[src/rtl/ctrl_pkg.sv]
// Shared control definitions for the pipelined RV32I control unit:
// opcodes, control codes, bundle layouts and the halt FSM states.
package ctrl_pkg;

  localparam logic [4:0] OP_LOAD   = 5'b00000;
  localparam logic [4:0] OP_IALU   = 5'b00100;
  localparam logic [4:0] OP_AUIPC  = 5'b00101;
  localparam logic [4:0] OP_STORE  = 5'b01000;
  localparam logic [4:0] OP_RTYPE  = 5'b01100;
  localparam logic [4:0] OP_LUI    = 5'b01101;
  localparam logic [4:0] OP_BRANCH = 5'b11000;
  localparam logic [4:0] OP_JALR   = 5'b11001;
  localparam logic [4:0] OP_JAL    = 5'b11011;
  localparam logic [4:0] OP_SYSTEM = 5'b11100;

  localparam logic [2:0] ALU_ADD = 3'b000;
  localparam logic [2:0] ALU_BR  = 3'b001;
  localparam logic [2:0] ALU_R   = 3'b010;
  localparam logic [2:0] ALU_I   = 3'b011;
  localparam logic [2:0] ALU_LUI = 3'b100;

  localparam logic [2:0] RP_LW  = 3'd0;
  localparam logic [2:0] RP_LH  = 3'd1;
  localparam logic [2:0] RP_LHU = 3'd2;
  localparam logic [2:0] RP_LB  = 3'd3;
  localparam logic [2:0] RP_LBU = 3'd4;

  localparam logic [1:0] WP_SW = 2'd0;
  localparam logic [1:0] WP_SH = 2'd1;
  localparam logic [1:0] WP_SB = 2'd2;

  localparam int EX_W  = 5;
  localparam int MEM_W = 9;
  localparam int WB_W  = 2;

  localparam int RD_LSB  = 7;
  localparam int F3_LSB  = 12;
  localparam int RS1_LSB = 15;
  localparam int RS2_LSB = 20;
  localparam int EBK_BIT = 20;

  localparam logic [1:0] DRAIN_CYC = 2'd2;

  typedef struct packed {
    logic [2:0] alu_op;
    logic       alu_src;
    logic       a_source;
  } ex_ctrl_t;

  typedef struct packed {
    logic       branch;
    logic       jump;
    logic       mem_read;
    logic       mem_write;
    logic [2:0] read_part;
    logic [1:0] write_part;
  } mem_ctrl_t;

  typedef struct packed {
    logic reg_write;
    logic mem_to_reg;
  } wb_ctrl_t;

  typedef struct packed {
    ex_ctrl_t  ex;
    mem_ctrl_t mem;
    wb_ctrl_t  wb;
  } id_ex_t;

  typedef struct packed {
    mem_ctrl_t mem;
    wb_ctrl_t  wb;
  } ex_mem_t;

  typedef enum logic [1:0] {
    RUN   = 2'd0,
    DRAIN = 2'd1,
    HALT  = 2'd2
  } state_t;

endpackage

[src/rtl/pipe_ctrl_unit_if.sv]
// Control-unit bus: ID-side inputs from the core, control bundles,
// hazard and forwarding outputs back to the datapath.
interface pipe_ctrl_if #(
  parameter int REG_ADDR_W = 5
);
  import ctrl_pkg::*;

  logic [31:0]            id_instr;
  logic                   id_valid;
  logic                   ex_branch_taken;
  logic                   stall;
  logic                   flush_if_id;
  logic [EX_W-1:0]        ex_ctrl;
  logic [MEM_W-1:0]       mem_ctrl;
  logic [WB_W-1:0]        wb_ctrl;
  logic [REG_ADDR_W-1:0]  ex_rd;
  logic [REG_ADDR_W-1:0]  mem_rd;
  logic [REG_ADDR_W-1:0]  wb_rd;
  logic [1:0]             fwd_a;
  logic [1:0]             fwd_b;
  logic                   halted;

  modport master (
    output id_instr, id_valid, ex_branch_taken,
    input  stall, flush_if_id, ex_ctrl, mem_ctrl, wb_ctrl,
    input  ex_rd, mem_rd, wb_rd, fwd_a, fwd_b, halted
  );

  modport slave (
    input  id_instr, id_valid, ex_branch_taken,
    output stall, flush_if_id, ex_ctrl, mem_ctrl, wb_ctrl,
    output ex_rd, mem_rd, wb_rd, fwd_a, fwd_b, halted
  );

endinterface

[src/rtl/hazard_fwd_unit.sv]
// Combinational hazard detection and EX operand forwarding selects.
// Unused sources arrive as x0 so they never match a destination.
module hazard_fwd_unit #(
  parameter int REG_ADDR_W = 5,
  parameter bit FWD_EN     = 1'b1
) (
  input  logic [REG_ADDR_W-1:0] id_rs1,
  input  logic [REG_ADDR_W-1:0] id_rs2,
  input  logic                  id_use1,
  input  logic                  id_use2,
  input  logic [REG_ADDR_W-1:0] ex_rd,
  input  logic [REG_ADDR_W-1:0] ex_rs1,
  input  logic [REG_ADDR_W-1:0] ex_rs2,
  input  logic                  ex_reg_write,
  input  logic                  ex_mem_read,
  input  logic [REG_ADDR_W-1:0] mem_rd,
  input  logic                  mem_reg_write,
  input  logic [REG_ADDR_W-1:0] wb_rd,
  input  logic                  wb_reg_write,
  output logic                  stall,
  output logic [1:0]            fwd_a,
  output logic [1:0]            fwd_b
);

  function automatic logic hit(
    input logic [REG_ADDR_W-1:0] rd,
    input logic [REG_ADDR_W-1:0] rs,
    input logic                  used
  );
    return used && (rd != '0) && (rd == rs);
  endfunction

  function automatic logic [1:0] sel(
    input logic [REG_ADDR_W-1:0] rs
  );
    if (!FWD_EN)
      return 2'b00;
    if (mem_reg_write && hit(mem_rd, rs, 1'b1))
      return 2'b10;
    if (wb_reg_write && hit(wb_rd, rs, 1'b1))
      return 2'b01;
    return 2'b00;
  endfunction

  logic hit_ex;
  logic hit_mem;
  logic load_use;
  logic raw;

  assign hit_ex  = hit(ex_rd, id_rs1, id_use1)
                 | hit(ex_rd, id_rs2, id_use2);
  assign hit_mem = hit(mem_rd, id_rs1, id_use1)
                 | hit(mem_rd, id_rs2, id_use2);

  assign load_use = ex_mem_read & hit_ex;
  assign raw      = (ex_reg_write & hit_ex)
                  | (mem_reg_write & hit_mem);

  assign stall = load_use | (!FWD_EN & raw);
  assign fwd_a = sel(ex_rs1);
  assign fwd_b = sel(ex_rs2);

endmodule

[src/rtl/pipe_ctrl_unit.sv]
// Pipelined RV32I control: ID decode, ID/EX..MEM/WB control registers,
// hazard/forward hookup and the EBREAK halt-drain FSM.
module pipe_ctrl_unit
  import ctrl_pkg::*;
#(
  parameter int REG_ADDR_W = 5,
  parameter bit FWD_EN     = 1'b1
) (
  input  logic       clk,
  input  logic       rst,
  pipe_ctrl_if.slave bus
);

  typedef logic [REG_ADDR_W-1:0] reg_t;

  state_t     state;
  logic [1:0] cnt;
  logic       halted_q;

  id_ex_t  idex_q;
  ex_mem_t exmem_q;
  wb_ctrl_t memwb_q;
  reg_t    ex_rd_q, mem_rd_q, wb_rd_q;
  reg_t    ex_rs1_q, ex_rs2_q;

  logic [4:0] opcode;
  logic [2:0] f3;
  reg_t       id_rd, id_rs1, id_rs2;
  ex_ctrl_t   d_ex;
  mem_ctrl_t  d_mem;
  wb_ctrl_t   d_wb;
  logic       use1, use2, is_ebreak;

  logic id_live, flush, hz_stall, accept;
  logic unused_bits;

  assign opcode = bus.id_instr[6:2];
  assign f3     = bus.id_instr[F3_LSB +: 3];
  assign id_rd  = bus.id_instr[RD_LSB +: REG_ADDR_W];
  assign id_rs1 = bus.id_instr[RS1_LSB +: REG_ADDR_W];
  assign id_rs2 = bus.id_instr[RS2_LSB +: REG_ADDR_W];
  assign unused_bits = ^{bus.id_instr[31:25], bus.id_instr[1:0]};

  always_comb begin
    d_ex      = '0;
    d_mem     = '0;
    d_wb      = '0;
    use2      = 1'b0;
    is_ebreak = 1'b0;
    use1 = !((opcode == OP_LUI) || (opcode == OP_AUIPC)
          || (opcode == OP_JAL));
    unique case (1'b1)
      (opcode == OP_RTYPE): begin
        d_ex.alu_op  = ALU_R;
        d_wb.reg_write = 1'b1;
        use2 = 1'b1;
      end
      (opcode == OP_IALU): begin
        d_ex.alu_op  = ALU_I;
        d_ex.alu_src = 1'b1;
        d_wb.reg_write = 1'b1;
      end
      (opcode == OP_LUI): begin
        d_ex.alu_op  = ALU_LUI;
        d_ex.alu_src = 1'b1;
        d_wb.reg_write = 1'b1;
      end
      (opcode == OP_AUIPC): begin
        d_ex.alu_src  = 1'b1;
        d_ex.a_source = 1'b1;
        d_wb.reg_write = 1'b1;
      end
      (opcode == OP_LOAD): begin
        d_ex.alu_src    = 1'b1;
        d_mem.mem_read  = 1'b1;
        d_wb.reg_write  = 1'b1;
        d_wb.mem_to_reg = 1'b1;
        unique case (f3)
          3'b001:  d_mem.read_part = RP_LH;
          3'b101:  d_mem.read_part = RP_LHU;
          3'b000:  d_mem.read_part = RP_LB;
          3'b100:  d_mem.read_part = RP_LBU;
          default: d_mem.read_part = RP_LW;
        endcase
      end
      (opcode == OP_STORE): begin
        d_ex.alu_src    = 1'b1;
        d_mem.mem_write = 1'b1;
        use2 = 1'b1;
        unique case (f3)
          3'b001:  d_mem.write_part = WP_SH;
          3'b000:  d_mem.write_part = WP_SB;
          default: d_mem.write_part = WP_SW;
        endcase
      end
      (opcode == OP_BRANCH): begin
        d_ex.alu_op  = ALU_BR;
        d_mem.branch = 1'b1;
        use2 = 1'b1;
      end
      (opcode == OP_JAL): begin
        d_ex.alu_src  = 1'b1;
        d_ex.a_source = 1'b1;
        d_mem.jump    = 1'b1;
        d_wb.reg_write = 1'b1;
      end
      (opcode == OP_JALR): begin
        d_ex.alu_src   = 1'b1;
        d_mem.jump     = 1'b1;
        d_wb.reg_write = 1'b1;
      end
      (opcode == OP_SYSTEM): begin
        is_ebreak = bus.id_instr[EBK_BIT];
      end
      default: ;
    endcase
  end

  // Outside RUN the ID slot is a bubble and branches are ignored.
  assign id_live = bus.id_valid && (state == RUN);
  assign flush   = (state == RUN) && bus.ex_branch_taken;
  assign accept  = id_live && !flush && !hz_stall;

  hazard_fwd_unit #(
    .REG_ADDR_W (REG_ADDR_W),
    .FWD_EN     (FWD_EN)
  ) u_hz (
    .id_rs1        (id_rs1),
    .id_rs2        (id_rs2),
    .id_use1       (id_live & use1),
    .id_use2       (id_live & use2),
    .ex_rd         (ex_rd_q),
    .ex_rs1        (ex_rs1_q),
    .ex_rs2        (ex_rs2_q),
    .ex_reg_write  (idex_q.wb.reg_write),
    .ex_mem_read   (idex_q.mem.mem_read),
    .mem_rd        (mem_rd_q),
    .mem_reg_write (exmem_q.wb.reg_write),
    .wb_rd         (wb_rd_q),
    .wb_reg_write  (memwb_q.reg_write),
    .stall         (hz_stall),
    .fwd_a         (bus.fwd_a),
    .fwd_b         (bus.fwd_b)
  );

  always_ff @(posedge clk) begin
    if (rst) begin
      idex_q   <= '0;
      exmem_q  <= '0;
      memwb_q  <= '0;
      ex_rd_q  <= '0;
      mem_rd_q <= '0;
      wb_rd_q  <= '0;
      ex_rs1_q <= '0;
      ex_rs2_q <= '0;
    end else begin
      if (accept) begin
        idex_q   <= '{ex: d_ex, mem: d_mem, wb: d_wb};
        ex_rd_q  <= d_wb.reg_write ? id_rd : '0;
        ex_rs1_q <= use1 ? id_rs1 : '0;
        ex_rs2_q <= use2 ? id_rs2 : '0;
      end else begin
        idex_q   <= '0;
        ex_rd_q  <= '0;
        ex_rs1_q <= '0;
        ex_rs2_q <= '0;
      end
      exmem_q  <= '{mem: idex_q.mem, wb: idex_q.wb};
      mem_rd_q <= ex_rd_q;
      memwb_q  <= exmem_q.wb;
      wb_rd_q  <= mem_rd_q;
    end
  end

  always_ff @(posedge clk) begin
    if (rst) begin
      state    <= RUN;
      cnt      <= 2'd0;
      halted_q <= 1'b0;
    end else begin
      unique case (state)
        RUN: begin
          if (accept && is_ebreak) begin
            state <= DRAIN;
            cnt   <= 2'd0;
          end
        end
        DRAIN: begin
          cnt <= cnt + 2'd1;
          if (cnt + 2'd1 == DRAIN_CYC) begin
            state    <= HALT;
            halted_q <= 1'b1;
          end
        end
        HALT:    halted_q <= 1'b1;
        default: state <= RUN;
      endcase
    end
  end

  assign bus.stall       = (state != RUN) || (hz_stall && !flush);
  assign bus.flush_if_id = flush;
  assign bus.ex_ctrl     = idex_q.ex;
  assign bus.mem_ctrl    = exmem_q.mem;
  assign bus.wb_ctrl     = memwb_q;
  assign bus.ex_rd       = ex_rd_q;
  assign bus.mem_rd      = mem_rd_q;
  assign bus.wb_rd       = wb_rd_q;
  assign bus.halted      = halted_q;

endmodule

[src/flat_wrapper.sv]
// flat-port wrapper written by rule: the top's interface ports become plain ports
module pipe_ctrl_unit_flat import ctrl_pkg::*;
#(
  parameter int REG_ADDR_W = 5,
  parameter bit FWD_EN     = 1'b1
)
  (clk, rst, bus_id_instr, bus_id_valid, bus_ex_branch_taken, bus_stall, bus_flush_if_id, bus_ex_ctrl, bus_mem_ctrl, bus_wb_ctrl, bus_ex_rd, bus_mem_rd, bus_wb_rd, bus_fwd_a, bus_fwd_b, bus_halted);
  pipe_ctrl_if #(.REG_ADDR_W(REG_ADDR_W)) bus_i ();
  input  logic clk;
  input  logic rst;
  input wire logic [$bits(bus_i.id_instr)-1:0] bus_id_instr;
  input wire logic [$bits(bus_i.id_valid)-1:0] bus_id_valid;
  input wire logic [$bits(bus_i.ex_branch_taken)-1:0] bus_ex_branch_taken;
  output wire logic [$bits(bus_i.stall)-1:0] bus_stall;
  output wire logic [$bits(bus_i.flush_if_id)-1:0] bus_flush_if_id;
  output wire logic [$bits(bus_i.ex_ctrl)-1:0] bus_ex_ctrl;
  output wire logic [$bits(bus_i.mem_ctrl)-1:0] bus_mem_ctrl;
  output wire logic [$bits(bus_i.wb_ctrl)-1:0] bus_wb_ctrl;
  output wire logic [$bits(bus_i.ex_rd)-1:0] bus_ex_rd;
  output wire logic [$bits(bus_i.mem_rd)-1:0] bus_mem_rd;
  output wire logic [$bits(bus_i.wb_rd)-1:0] bus_wb_rd;
  output wire logic [$bits(bus_i.fwd_a)-1:0] bus_fwd_a;
  output wire logic [$bits(bus_i.fwd_b)-1:0] bus_fwd_b;
  output wire logic [$bits(bus_i.halted)-1:0] bus_halted;
  assign bus_i.id_instr = bus_id_instr;
  assign bus_i.id_valid = bus_id_valid;
  assign bus_i.ex_branch_taken = bus_ex_branch_taken;
  assign bus_stall = bus_i.stall;
  assign bus_flush_if_id = bus_i.flush_if_id;
  assign bus_ex_ctrl = bus_i.ex_ctrl;
  assign bus_mem_ctrl = bus_i.mem_ctrl;
  assign bus_wb_ctrl = bus_i.wb_ctrl;
  assign bus_ex_rd = bus_i.ex_rd;
  assign bus_mem_rd = bus_i.mem_rd;
  assign bus_wb_rd = bus_i.wb_rd;
  assign bus_fwd_a = bus_i.fwd_a;
  assign bus_fwd_b = bus_i.fwd_b;
  assign bus_halted = bus_i.halted;
  pipe_ctrl_unit #(.REG_ADDR_W(REG_ADDR_W), .FWD_EN(FWD_EN)) u_core (.clk(clk), .rst(rst), .bus(bus_i));
endmodule
[config.mk]
export PLATFORM = sky130hd
export DESIGN_NAME = pipe_ctrl_unit_flat
export DESIGN_NICKNAME = d
export VERILOG_FILES = /design/src/rtl/ctrl_pkg.sv /design/src/rtl/pipe_ctrl_unit_if.sv /design/src/rtl/hazard_fwd_unit.sv /design/src/rtl/pipe_ctrl_unit.sv /design/src/flat_wrapper.sv
export SDC_FILE = /design/constraint.sdc
export NUM_CORES = 1
export LEC_CHECK = 0
export ABC_AREA = 1
export CAP_MARGIN = 20
export CORE_MARGIN = 8
export CORE_UTILIZATION = 46
export CTS_CLUSTER_SIZE = 14
export DETAILED_ROUTE_END_ITERATION = 10
export GPL_ROUTABILITY_DRIVEN = 0
export PLACE_DENSITY = 0.9
export SETUP_SLACK_MARGIN = 0.05
export SLEW_MARGIN = 25
export SYNTH_ARGS = -nofsm -noshare
export SYNTH_HDL_FRONTEND = slang
export SYNTH_SLANG_ARGS = --single-unit
export TNS_END_PERCENT = 5
[constraint.sdc]
create_clock -name clk -period 1.8 [get_ports clk]
set_input_delay 0.18 -clock clk [delete_from_list [all_inputs] [get_ports clk]]
set_output_delay 0.18 -clock clk [all_outputs]
set_load 0.005 [all_outputs]
==> impl_metrics.xml, run 1 <==
<?xml version="1.0" encoding="UTF-8"?>
<metrics>
  <group name="run_status">
    <metric name="outcome" unit="">complete, but fails checks</metric>
    <metric name="violations_in_the_final_reports" unit="">setup timing</metric>
  </group>
  <group name="yosys">
    <metric name="syn-instance-count" unit="">312</metric>
    <metric name="synth_top_flop_cell" unit="">sky130_fd_sc_hd__dfxtp_1</metric>
    <metric name="net_count_synth" unit="">349</metric>
    <metric name="synth.cells.most_frequent" unit="">sky130_fd_sc_hd__inv_1 (62), sky130_fd_sc_hd__dfxtp_1 (57), sky130_fd_sc_hd__nor2_1 (57), sky130_fd_sc_hd__nand2_1 (39), sky130_fd_sc_hd__nand3_1 (14)</metric>
    <metric name="count_of_warnings_emitted_by_yosys" unit="">0</metric>
    <metric name="top_area_cell_type_share_of_the_netlist_area" unit="">0.475</metric>
    <metric name="yosysSeqAreaShare" unit="">0.475</metric>
    <metric name="yosys.cell_count.top_type" unit="">sky130_fd_sc_hd__inv_1</metric>
    <metric name="post_synth_edffs" unit="">0</metric>
    <metric name="avgSynthCellArea" unit="um^2">7.69</metric>
    <metric name="ranking_of_synthesized_cells_by_area" unit="">sky130_fd_sc_hd__dfxtp_1 (48%), sky130_fd_sc_hd__inv_1 (9.7%), sky130_fd_sc_hd__nor2_1 (8.9%)</metric>
    <metric name="syn-cell-area" unit="mm^2">0.00240</metric>
    <metric name="ys_ff_latch" unit="">57</metric>
    <metric name="async_reset_ff_frac" unit="">0</metric>
    <metric name="synth_cell_types" unit="">33</metric>
    <metric name="yosys.area.top_type" unit="">sky130_fd_sc_hd__dfxtp_1</metric>
  </group>
  <group name="detailed_routing">
    <metric name="drt.antenna.violating_nets" unit="">0</metric>
    <metric name="routed-via-count" unit="">2476</metric>
    <metric name="route.detailed.vias_per_inst" unit="">5.01</metric>
    <metric name="drt_iter0_markers" unit="">124</metric>
    <metric name="postRouteWirelength" unit="um">7740</metric>
    <metric name="firstDrtPassIters" unit="">5</metric>
    <metric name="drt_drc_violations_left" unit="">0</metric>
    <metric name="routed_wire_length_per_instance" unit="um">15.7</metric>
  </group>
  <group name="final_layout">
    <metric name="proportion_of_layout_cells_with_a_drive_suffix_above_1" unit="">0.269</metric>
    <metric name="area.growth.synth_to_final" unit="%">54.2</metric>
    <metric name="finalCoreUtilization" unit="">0.729</metric>
    <metric name="n_antenna_cell" unit="">0</metric>
    <metric name="postLayoutCellArea" unit="mm^2">0.00370</metric>
    <metric name="num-nets-final" unit="">456</metric>
    <metric name="filler_cell_count" unit="">347</metric>
  </group>
  <group name="floorplan">
    <metric name="initial_cell_density_of_the_core" unit="">0.473</metric>
    <metric name="floorplan.die.width" unit="um">88.2</metric>
    <metric name="rows" unit="">26</metric>
    <metric name="floorplan.die_area" unit="mm^2">0.00778</metric>
    <metric name="height_of_the_chip" unit="um">88.2</metric>
    <metric name="floorplan.core_area" unit="mm^2">0.00507</metric>
    <metric name="io_pins" unit="">74</metric>
  </group>
  <group name="setup_path">
    <metric name="rr_endpoint" unit="">u_core.ex_rs1_q[1]$_SDFF_PP0_</metric>
    <metric name="setup.reg_to_reg.worst_slack" unit="ps">190</metric>
    <metric name="critPathTopFamily" unit="">buffers and inverters</metric>
    <metric name="cp_num_buf_inv" unit="">5</metric>
    <metric name="worst_path_largest_cell_delay" unit="ps">370</metric>
    <metric name="cp.arrival" unit="ps">1670</metric>
    <metric name="cell_with_the_most_instances_on_the_worst_path" unit="">sky130_fd_sc_hd__buf_6</metric>
    <metric name="cp_slowest_cell" unit="">sky130_fd_sc_hd__dfxtp_4</metric>
    <metric name="startpoint_to_endpoint_class_of_the_critical_path" unit="">flop to output pin</metric>
    <metric name="worstPathMaxFanout" unit="">4</metric>
    <metric name="worstSetupStartpointType" unit="">flop</metric>
    <metric name="reg2regPathDepth" unit="">10</metric>
    <metric name="setup.worst_path.end_class" unit="">output pin</metric>
    <metric name="worst-endpoint-required" unit="ps">1620</metric>
    <metric name="path_cells" unit="">inv_4 -&gt; buf_6 -&gt; nand3_4 -&gt; nor3_4 -&gt; a2111oi_4 -&gt; buf_4 -&gt; buf_6 -&gt; buf_6</metric>
    <metric name="r2r_start" unit="">u_core.bus.ex_rd[2]$_SDFF_PP0_</metric>
  </group>
  <group name="sta">
    <metric name="final_min_period_over_clock_period" unit="">1.03</metric>
    <metric name="worst_slew_pin_slew" unit="ps">353</metric>
    <metric name="whs" unit="ps">328</metric>
    <metric name="worst_slew_margin_rel" unit="">0.763</metric>
    <metric name="finClkSkew" unit="ps">15.7</metric>
    <metric name="timing_hold_violations_final" unit="">0</metric>
    <metric name="post-route-min-period" unit="ps">1850</metric>
    <metric name="rsz_0062_raised_after_global_routing" unit="">true</metric>
    <metric name="timing.final.ws_setup" unit="ps">-50.3</metric>
    <metric name="clock.fmax" unit="MHz">540</metric>
    <metric name="timing.final.setup_violations" unit="">2</metric>
    <metric name="drv_slew" unit="">0</metric>
  </group>
  <group name="power_and_ir_drop">
    <metric name="leakage" unit="nW">1.67</metric>
    <metric name="intPower" unit="mW">2.13</metric>
    <metric name="irDropWorstVdd" unit="mV">0.583</metric>
    <metric name="clock_power_share" unit="">0.460</metric>
    <metric name="share_seq_of_total_power" unit="">0.458</metric>
    <metric name="p_sw_frac" unit="">0.234</metric>
    <metric name="report.power.total" unit="mW">2.78</metric>
    <metric name="power_switching" unit="uW">650</metric>
    <metric name="comb_pwr_share" unit="">0.083</metric>
    <metric name="power_per_cell_area" unit="mW/mm^2">750</metric>
  </group>
  <group name="placement">
    <metric name="port-buffer-count" unit="">64</metric>
    <metric name="hpwl" unit="um">5210</metric>
    <metric name="place_area" unit="mm^2">0.00333</metric>
    <metric name="detailedPlace.worstSlack" unit="ps">-445</metric>
  </group>
  <group name="clock_tree">
    <metric name="tritoncts" unit="">built</metric>
    <metric name="insertion_delay" unit="ps">350</metric>
    <metric name="cts_htree_levels" unit="">3</metric>
    <metric name="cts.reportedPaths.clkPinSlew" unit="ps">80</metric>
    <metric name="clockBufferDepth" unit="">2</metric>
    <metric name="cts_buffers" unit="">9</metric>
    <metric name="clock-root-buffer" unit="">sky130_fd_sc_hd__clkbuf_8</metric>
    <metric name="cts_num_sinks" unit="">57</metric>
  </group>
  <group name="flow_run">
    <metric name="maxCapViolations" unit="">0</metric>
  </group>
  <group name="global_route">
    <metric name="grt-ovfl-total" unit="">0</metric>
    <metric name="globalRouteTotalUtil" unit="">0.205</metric>
    <metric name="maximum_number_of_pins_on_one_net_before_global_route_repair" unit="">27</metric>
    <metric name="antenna_violations_before_repair" unit="">0</metric>
    <metric name="grt_first_pass_wirelength" unit="um">12100</metric>
    <metric name="via_count_of_the_first_global_routing_pass" unit="">2542</metric>
  </group>
  <group name="worst_hold_path">
    <metric name="holdPathEnd" unit="">u_core.bus.ex_ctrl[3]$_SDFF_PP0_</metric>
    <metric name="launch_point_of_the_worst_hold_path" unit="">bus_id_instr[2]</metric>
    <metric name="holdPathStages" unit="">3</metric>
    <metric name="hp-class" unit="">input port to flop</metric>
  </group>
</metrics>
-- area by class of cell --
cell class                      instances  area (um^2)  share of cell area
Timing Repair Buffer                  105          937               0.253
Clock buffer                           12          165              0.0446
Sequential cell                        57         1170               0.317
Tap cell                               70         87.6              0.0237
Inverter                               66          253              0.0683
Multi-Input combinational cell        180         1040               0.280
Clock inverter                          4         50.0              0.0135
-- state kept, by name (all words and copies together) (netlist names), 5 cells and up --
register	cells
u_core.idex_q	10
u_core.ex_rs2_q	5
u_core.bus.ex_rd	5
u_core.bus.wb_rd	5
u_core.bus.mem_rd	5
u_core.bus.mem_ctrl	9
u_core.ex_rs1_q	5
u_core.bus.ex_ctrl	5
-- cell usage in the layout, fill, tap and decap left out, drive strengths merged --
master	netlist	layout
nand3	18	18
buf	6	46
a2111oi	2	2
nor2	66	66
clkinvlp	0	2
clkbuf	3	12
nor4	2	2
xor2	5	5
nand4	2	2
inv	66	66
o21ai	4	4
clkinv	0	1
a211oi	1	1
ha	1	1
nor3b	1	1
o211a	1	1
clkdlybuf4s50	0	53
o2111ai	2	2
dlygate4sd2	0	5
a21oi	8	8
dlymetal6s2s	0	1
a221oi	1	1
nor3	9	9
bufinv	0	1
or2	2	2
dfxtp	57	57
xnor2	7	7
o22ai	4	4
nand2	43	43
a31oi	1	1
-- through the flow --
| step | instances | setup TNS (ps) |
|---|---|---|
| after floorplan | 312 | 0 |
| after global placement | 472 | -3410 |
| after detailed placement | 472 | -6300 |
| after CTS | 494 | -150 |
| after global routing | 494 | -302 |
| final | 494 | -84.5 |
-- cell families (layout without fill, tap and decap cells) --
logic type               Yosys count  in the layout  synth area share
XOR/XNOR                          12             12            0.0438
AND/OR/NAND/NOR                  143            143             0.284
buffers and inverters             75            187             0.128
AO/OA/AOI/OAI                     24             24            0.0636
adder cells (fa/ha/maj)            1              1           0.00521
flip-flops                        57             57             0.475
-- power groups by stage --
stage	registers, mW	logic, mW	clock network, mW
3_3_place_gp	1.30	0.207	0
4_1_cts	1.27	0.222	1.27
5_1_grt	1.27	0.247	1.34
2_1_floorplan	1.30	0.0887	0
3_5_place_dp	1.31	0.217	0
6_report	1.27	0.229	1.28
-- per-layer routing --
layer  track usage  vias up  wire length, um
li1              -     1163                -
met2         0.384      137             4150
met3        0.0576       29              556
met5             0        -                0
met4         0.109        0              265
met1         0.199     1147             2760
-- worst max-delay path by stage --
stage / to / startpoint / depth (start not counted)
3_3_place_gp: bus_stall / bus_id_instr[5] / 12
4_1_cts: bus_fwd_a[1] / u_core.bus.mem_rd[3]$_SDFF_PP0_ / 8
2_1_floorplan: bus_fwd_a[0] / u_core.bus.mem_rd[4]$_SDFF_PP0_ / 5
5_1_grt: bus_stall / u_core.bus.ex_rd[3]$_SDFF_PP0_ / 11
3_5_place_dp: bus_stall / bus_id_instr[2] / 11
6_report: bus_fwd_a[1] / u_core.bus.mem_rd[3]$_SDFF_PP0_ / 8
-- worst min-delay path: stages --
cell	delay, ps
sky130_fd_sc_hd__dlygate4sd2_1	270
sky130_fd_sc_hd__buf_4	140
sky130_fd_sc_hd__nor3_1	40
-- what timing repair did --
action / in CTS / in global routing
gates cloned: 0 / 0
pin swaps: 10 / 5
gates resized for setup: 58 / 13
endpoints found under the setup margin: 5 / 6
buffers inserted: 6 / 0
hold buffers: 0 / 0
Note: power is estimated with default switching activity, not from simulation.
==> inputs of run 2 (changes only) <==
Settings changed: CTS_CLUSTER_DIAMETER from default to 200.
==> results of run 2 <==
No change in the layout: final DEF, timing and power equal those of run 1.
